$ cat config.mk
export PLATFORM = sky130hd
export DESIGN_NAME = top_clk_v4_rtc_flat
export DESIGN_NICKNAME = d
export VERILOG_FILES = /design/src/rtl/rtc_pkg.sv /design/src/rtl/top_clk_v4_rtc_if.sv /design/src/rtl/rtc_mod_counter.sv /design/src/rtl/top_clk_v4_rtc.sv /design/src/flat_wrapper.sv
export SDC_FILE = /design/constraint.sdc
export NUM_CORES = 1
export LEC_CHECK = 0
export ABC_AREA = 0
export CAP_MARGIN = 20
export CELL_PAD_IN_SITES_DETAIL_PLACEMENT = 1
export CELL_PAD_IN_SITES_GLOBAL_PLACEMENT = 2
export CORE_MARGIN = 2
export CORE_UTILIZATION = 35
export CTS_BUF_LIST = sky130_fd_sc_hd__clkbuf_4 sky130_fd_sc_hd__clkbuf_8
export DETAILED_ROUTE_END_ITERATION = 10
export GPL_TIMING_DRIVEN = 0
export PLACE_DENSITY = 0.81
export SLEW_MARGIN = 15
export SYNTH_ARGS = -nofsm -noshare
export SYNTH_HDL_FRONTEND = slang
export SYNTH_SLANG_ARGS = --single-unit
$ cat constraint.sdc
create_clock -name clk -period 1.6 [get_ports clk]
set_input_delay 0.24 -clock clk [delete_from_list [all_inputs] [get_ports clk]]
set_output_delay 0.24 -clock clk [all_outputs]
set_load 0.01 [all_outputs]
$ cat src/rtl/rtc_pkg.sv
// rtc_pkg: field widths, terminal values and the packed time record shared by the RTC block.
// Latency: n/a (declarations only).
// Backpressure: n/a.
package rtc_pkg;

   localparam int SEC_W   = 6;
   localparam int MIN_W   = 6;
   localparam int HR_W    = 5;

   localparam int SEC_MAX = 59;
   localparam int MIN_MAX = 59;
   localparam int HR_MAX  = 23;

   // Hours in the top bits so the record reads hh:mm:ss when dumped as one vector
   typedef struct packed {
      logic [HR_W-1:0]  hours;
      logic [MIN_W-1:0] minutes;
      logic [SEC_W-1:0] seconds;
   } rtc_time_t;

endpackage

$ cat src/rtl/top_clk_v4_rtc_if.sv
// top_clk_v4_rtc_if: time-of-day bus from the RTC to display/decoder logic.
// Latency: n/a (wires only); every field is driven straight from a register.
// Backpressure: none; consumers sample the fields whenever they like.
interface top_clk_v4_rtc_if;
   import rtc_pkg::*;

   logic [SEC_W-1:0] seconds_out;
   logic [MIN_W-1:0] minutes_out;
   logic [HR_W-1:0]  hours_out;

   // The RTC drives the time fields
   modport master (
      output seconds_out,
      output minutes_out,
      output hours_out
   );

   // Display/decoder side only observes them
   modport slave (
      input seconds_out,
      input minutes_out,
      input hours_out
   );

endinterface

$ cat src/rtl/rtc_mod_counter.sv
// rtc_mod_counter: modulo-(MAX+1) up counter with a carry-out for ripple chaining of time fields.
// Latency: value steps on the edge where inc is sampled high; carry is combinational from inc.
// Backpressure: none; inc is a one-cycle enable that is always accepted.
module rtc_mod_counter #(
   parameter int W   = 6,
   parameter int MAX = 59
) (
   input  logic         clk,
   input  logic         reset,
   input  logic         inc,
   output logic [W-1:0] value,
   output logic         carry
);

   localparam logic [W-1:0] MAX_V = W'(MAX);

   logic [W-1:0] cnt_q;
   logic         at_max;

   // A >= test lets an out-of-range value (only reachable by forcing) recover on its next step
   assign at_max = (cnt_q >= MAX_V);
   assign carry  = inc && at_max;
   assign value  = cnt_q;

   // Advance on inc, wrapping to zero at the terminal value; hold otherwise
   always_ff @(posedge clk or posedge reset) begin
      if (reset) begin
         cnt_q <= '0;
      end else if (inc) begin
         if (at_max) begin
            cnt_q <= '0;
         end else begin
            cnt_q <= cnt_q + W'(1);
         end
      end
   end

endmodule

$ cat src/rtl/top_clk_v4_rtc.sv
// top_clk_v4_rtc: 24-hour binary real-time clock (hh:mm:ss) advanced by a prescaled 1 Hz tick.
// Latency: fields update one cycle after the prescaler terminal count; a full rollover lands on one edge.
// Backpressure: none; outputs are free-running registers. Build option: SIM_FAST_TICK_EN (tick every SIM_TICK_DIV cycles).
module top_clk_v4_rtc
   import rtc_pkg::*;
#(
   parameter int unsigned CLK_FREQ_HZ  = 100_000_000,
   parameter int unsigned SIM_TICK_DIV = 10
) (
   input  logic               clk,
   input  logic               reset,
   top_clk_v4_rtc_if.master   time_if
);

`ifdef SIM_FAST_TICK_EN
   // Shortened tick period so whole minutes/hours pass in a handful of cycles
   localparam bit FAST_TICK = 1'b1;
`else
   // True 1 Hz tick from the system clock
   localparam bit FAST_TICK = 1'b0;
`endif

   localparam int unsigned DIV    = FAST_TICK ? SIM_TICK_DIV : CLK_FREQ_HZ;
   localparam int          PRE_W  = (DIV > 1) ? $clog2(DIV) : 1;
   localparam logic [PRE_W-1:0] PRE_TC = PRE_W'(DIV - 1);

   logic [PRE_W-1:0] pre_cnt_q;
   logic             tick;
   logic             tick_q;

   logic             sec_carry;
   logic             min_carry;
   // The day rollover carry out of the hours field has no consumer
   logic             unused_day_carry;

   rtc_time_t        cur_time;

   assign tick = (pre_cnt_q == PRE_TC);

   // Prescaler: count 0..DIV-1 and wrap, producing one tick cycle per period
   always_ff @(posedge clk or posedge reset) begin
      if (reset) begin
         pre_cnt_q <= '0;
      end else if (tick) begin
         pre_cnt_q <= '0;
      end else begin
         pre_cnt_q <= pre_cnt_q + PRE_W'(1);
      end
   end

   // Register the tick so the counter chain sees a clean, glitch-free enable
   always_ff @(posedge clk or posedge reset) begin
      if (reset) begin
         tick_q <= 1'b0;
      end else begin
         tick_q <= tick;
      end
   end

   // Seconds -> minutes -> hours ripple of enables; all three settle within the same cycle
   rtc_mod_counter #(
      .W   (SEC_W),
      .MAX (SEC_MAX)
   ) u_sec (
      .clk   (clk),
      .reset (reset),
      .inc   (tick_q),
      .value (cur_time.seconds),
      .carry (sec_carry)
   );

   rtc_mod_counter #(
      .W   (MIN_W),
      .MAX (MIN_MAX)
   ) u_min (
      .clk   (clk),
      .reset (reset),
      .inc   (sec_carry),
      .value (cur_time.minutes),
      .carry (min_carry)
   );

   rtc_mod_counter #(
      .W   (HR_W),
      .MAX (HR_MAX)
   ) u_hr (
      .clk   (clk),
      .reset (reset),
      .inc   (min_carry),
      .value (cur_time.hours),
      .carry (unused_day_carry)
   );

   assign time_if.seconds_out = cur_time.seconds;
   assign time_if.minutes_out = cur_time.minutes;
   assign time_if.hours_out   = cur_time.hours;

endmodule

$ cat src/flat_wrapper.sv
// flat-port wrapper written by rule: the top's interface ports become plain ports
module top_clk_v4_rtc_flat import rtc_pkg::*;
#(
   parameter int unsigned CLK_FREQ_HZ  = 100_000_000,
   parameter int unsigned SIM_TICK_DIV = 10
)
  (clk, reset, time_if_seconds_out, time_if_minutes_out, time_if_hours_out);
  top_clk_v4_rtc_if time_if_i ();
  input  logic clk;
  input  logic reset;
  output wire logic [$bits(time_if_i.seconds_out)-1:0] time_if_seconds_out;
  output wire logic [$bits(time_if_i.minutes_out)-1:0] time_if_minutes_out;
  output wire logic [$bits(time_if_i.hours_out)-1:0] time_if_hours_out;
  assign time_if_seconds_out = time_if_i.seconds_out;
  assign time_if_minutes_out = time_if_i.minutes_out;
  assign time_if_hours_out = time_if_i.hours_out;
  top_clk_v4_rtc #(.CLK_FREQ_HZ(CLK_FREQ_HZ), .SIM_TICK_DIV(SIM_TICK_DIV)) u_core (.clk(clk), .reset(reset), .time_if(time_if_i));
endmodule
==> results <==
- For the worst-skew pair, the clock arrives at the later sink with an insertion delay of 300 ps.
- After clock tree synthesis, the clock-pin slew on the worst setup and hold paths is 80 ps.
- 19 I/O pins were placed.
- In this run the worst hold path is classified as input port to asynchronous set/reset pin.
- The share of total power in the clock network is 40.4%.
- At the end of the flow, the number of nets in the layout was 292.
- The synthesized net count is 237.
- The initial detailed-routing violation count is 99.
- The analysis attributes to cell leakage a power of 1.35 nW.
- The initial antenna violation count is 0.
- The die extent in x is 85.3 µm.
- The final number of max-transition violations is 0.
- The detailed placement HPWL is 3810 µm.
- The combinational share of power is 1.6%.
- The sum of overflow across all layers after global routing is 0.
- The final hold slack is 226 ps.
- The critical path is of the flip-flop to flip-flop type.
- The worst reg2reg path startpoint is u_core.pre_cnt_q[11]$_DFF_PP0_.
- The number of global-route vias before repair was 2047.
- The final cell utilization of the core is 48.6%.
- The average instance in the mapped netlist occupies 10.0 µm².
- Entering global routing, the biggest net connects 32 pins.
- The floorplan has 29 rows.
- The CTS tree is built.
- The flow ran to the end, but the final reports show violations.
- The setup violation total in the final timing report is 9.
- The setup slack after layout is -43.4 ps.
- The count of inserted antenna diode cells is 0.
- Synthesis produced a netlist whose cell count is 231.
- The clock passes through at most 2 buffers.
- In the layout the commonest cells are dfrtp_1 (31), buf_4 (25), o21ai_0 (23).
- At the worst endpoint, the arrival time is 1840 ps.
- For this run, the leading register cell type out of synthesis is dfrtp_1.
- Measured against its own limit, the worst slew margin works out to 74.5%.
- The initial core utilization is 36.2%.
- For this design the total switching power over the nets is 0.000423 W.
- Setup repair after global routing could not meet its margin everywhere.
- The library cell used most frequently in the layout, excluding fill and tap cells, is dfrtp_1.
- Of the total power, the share spent switching nets is 21.6%.
- The residual antenna-violating net count after detailed routing is 0.
- The average via count per standard cell is 5.57.
- The tool flagged a number of max-cap violations equal to 0.
- In this run, synthesis produced a sequential element count of 45.
- The routed wire length is 6210 µm.
- The filler-free cell count of the finished design is 364.
- Buffers inserted to repair hold after CTS numbered 0.
- The total die area is 7280 µm².
- The routed layout has 2029 vias.
- The number of flops mapped to enable cells by yosys is 0.
- The routed design could run at a clock period as short as 1640 ps.
- The combined area of all synthesized cells is 2310 µm².
- The fraction of synthesis flops using an asynchronous set or reset pin is 100%.
- The areal power density over the cells is 631 nW/µm².
- The critical path starts at u_core.pre_cnt_q[11]$_DFF_PP0_.
- The part of the total power dissipated in sequential elements is 58.0%.
- STA classifies the critical path startpoint as a flip-flop.
- The total of fill cells in the finished design is 726.
- Once placement completed, the tool counted placed cells totaling 327.
- The count of buffers added on input and output ports is 18.
- After detailed routing, the number of remaining DRC violations is 0.
- VDD sags by at most 0.288 mV.
- Counting distinct cell types in the post-synthesis netlist gives 50.
- The H-tree generated during clock tree synthesis spans 2 levels.
- The sum of negative setup slack is -198 ps.
- The ratio of final minimum period to clock period is 103%.
- The number of failing hold endpoints at the final stage was 0.
- The endpoint kind of the worst setup timing path is a flip-flop.
- Timing would allow up to 608 MHz.
- The part of the Yosys area used for sequential elements is 48.6%.
- The Yosys step of the flow raised 0 warnings.
- The checks that failed: setup timing.
- The internal power is 0.00153 W.
- The count of TritonRoute iterations in the first routing pass is 4.
- The number of clock sinks seen by CTS is 45.
- The cell sitting at the root of the clock tree is a clkbuf_8.
- The wire length per cell is 17.1 µm.
- Of all nets on the critical path, the largest fanout is 5.
- In the global route stage, overall resource usage came out at 17.9%.
- The final clock skew is 4.51 ps.
- The number of buffers inserted during clock tree synthesis is 5.
- For the pin with the worst max-slew slack, the measured transition is 381 ps.
- In this run the standard cell core region covers 6390 µm².
- STA puts the critical path data required time at 1800 ps.
- The relative area change from synthesis to final layout is 34.1%.
- The post-route netlist has 34.5% of its cells at a drive strength greater than 1.
- The global-route wire length before repair is 10400 µm.
- Routability-driven placement finished with a final weighted congestion of 0.719.
- The die height is 85.3 µm.
-- layer usage --
| layer | vias up | share of wire, % | GRT usage, % |
|---|---|---|---|
| li1 | 961 | - | - |
| met1 | 1020 | 47 | 23.7 |
| met2 | 33 | 48 | 29.6 |
| met3 | 15 | 2.9 | 3.79 |
| met4 | 0 | 2.8 | 5.34 |
| met5 | - | 0 | 0 |
-- power by group through the flow --
stage | Combinational (W) | Sequential [W] | Clock, W
2_1_floorplan | 0.0000167 | 0.00116 | 0
3_3_place_gp | 0.0000274 | 0.00116 | 0
3_5_place_dp | 0.0000337 | 0.00116 | 0
4_1_cts | 0.0000336 | 0.00114 | 0.000814
5_1_grt | 0.0000365 | 0.00114 | 0.000863
6_report | 0.0000313 | 0.00114 | 0.000790
-- worst paths after layout --
kind | end | slack [ps] | depth (start not counted)
max | u_core.pre_cnt_q[14]$_DFF_PP0_ | -40 | 7
min | u_core.u_hr.value[3]$_DFFE_PP0P_ | 230 | 2
max reg2reg | u_core.pre_cnt_q[14]$_DFF_PP0_ | -40 | 7
min reg2reg | u_core.pre_cnt_q[12]$_DFF_PP0_ | 520 | 1
max in group asynchronous | u_core.pre_cnt_q[7]$_DFF_PP0_ | 870 | 3
min in group clk | u_core.pre_cnt_q[12]$_DFF_PP0_ | 520 | 1
-- critical path, cell delays in order, from the launching register on --
cell	delay (ps)
dfrtp_2	440
nor4_4	290
nand3_1	130
buf_6	160
nor4_4	140
buf_4	190
buf_6	130
nor2_1	50
-- cell usage after synthesis (3+ instances only) --
cell     number  area [µm²]
nor3_1        4        20.0
nand4_1      10        62.6
xnor2_1       5        43.8
a21oi_1       9        45.0
and3_1        6        37.5
and2_1        4        25.0
nand3_1      14        70.1
or3_1         5        31.3
ha_1          4        50.1
and4_1        4        35.0
nand2_1      18        67.6
o21ai_0      24         120
nor4_1        3        18.8
inv_1         5        18.8
dfrtp_1      45        1130
nor2_1       17        63.8
a31oi_1       3        18.8
xor2_1       10        87.6
o31ai_1       3        22.5
-- logic make-up after synthesis --
family	count (synthesis)	share of synthesized area, %
AND/OR/NAND/NOR	99	25.0
buffers and inverters	11	2.76
XOR/XNOR	15	5.68
multiplexers	2	0.919
flip-flops	45	48.6
adder cells (fa/ha/maj)	5	2.59
AO/OA/AOI/OAI	54	14.4
-- timing repair --
item | CTS | global route
pin swaps | 9 | 4
gates resized for setup | 25 | 32
gates cloned | 1 | 0
endpoints found under the setup margin | 21 | 36
setup buffers | 19 | 9
-- sequential cells by signal, summed over array words and instances, names as in the netlist --
name / flops
u_core.pre_cnt_q: 27
u_core.u_min.value: 6
u_core.u_sec.value: 6
u_core.u_hr.value: 5
u_core.tick_q: 1
-- metrics by stage --
stage               setup WS, ps  total power (W)  instance area, µm²
global placement            -769          0.00119                2590
detailed placement          -448          0.00119                2610
global route                -106          0.00204                3100
floorplan                   14.8          0.00118                2320
finish                     -43.4          0.00196                3100
CTS                        -41.0          0.00198                2950
-- cell type report --
| cell class | instances | area, µm² | share of cell area, % |
|---|---|---|---|
| timing repair buffer | 48 | 429 | 13.8 |
| inverter | 5 | 18.8 | 0.605 |
| buffer | 6 | 55.1 | 1.77 |
| clock inverter | 1 | 5.00 | 0.161 |
| clock buffer | 7 | 96.3 | 3.10 |
| tap | 77 | 96.3 | 3.10 |
| sequential | 45 | 1140 | 36.9 |
| multi-input combinational | 175 | 1260 | 40.6 |
No activity file was read; power rests on OpenSTA's default activity.
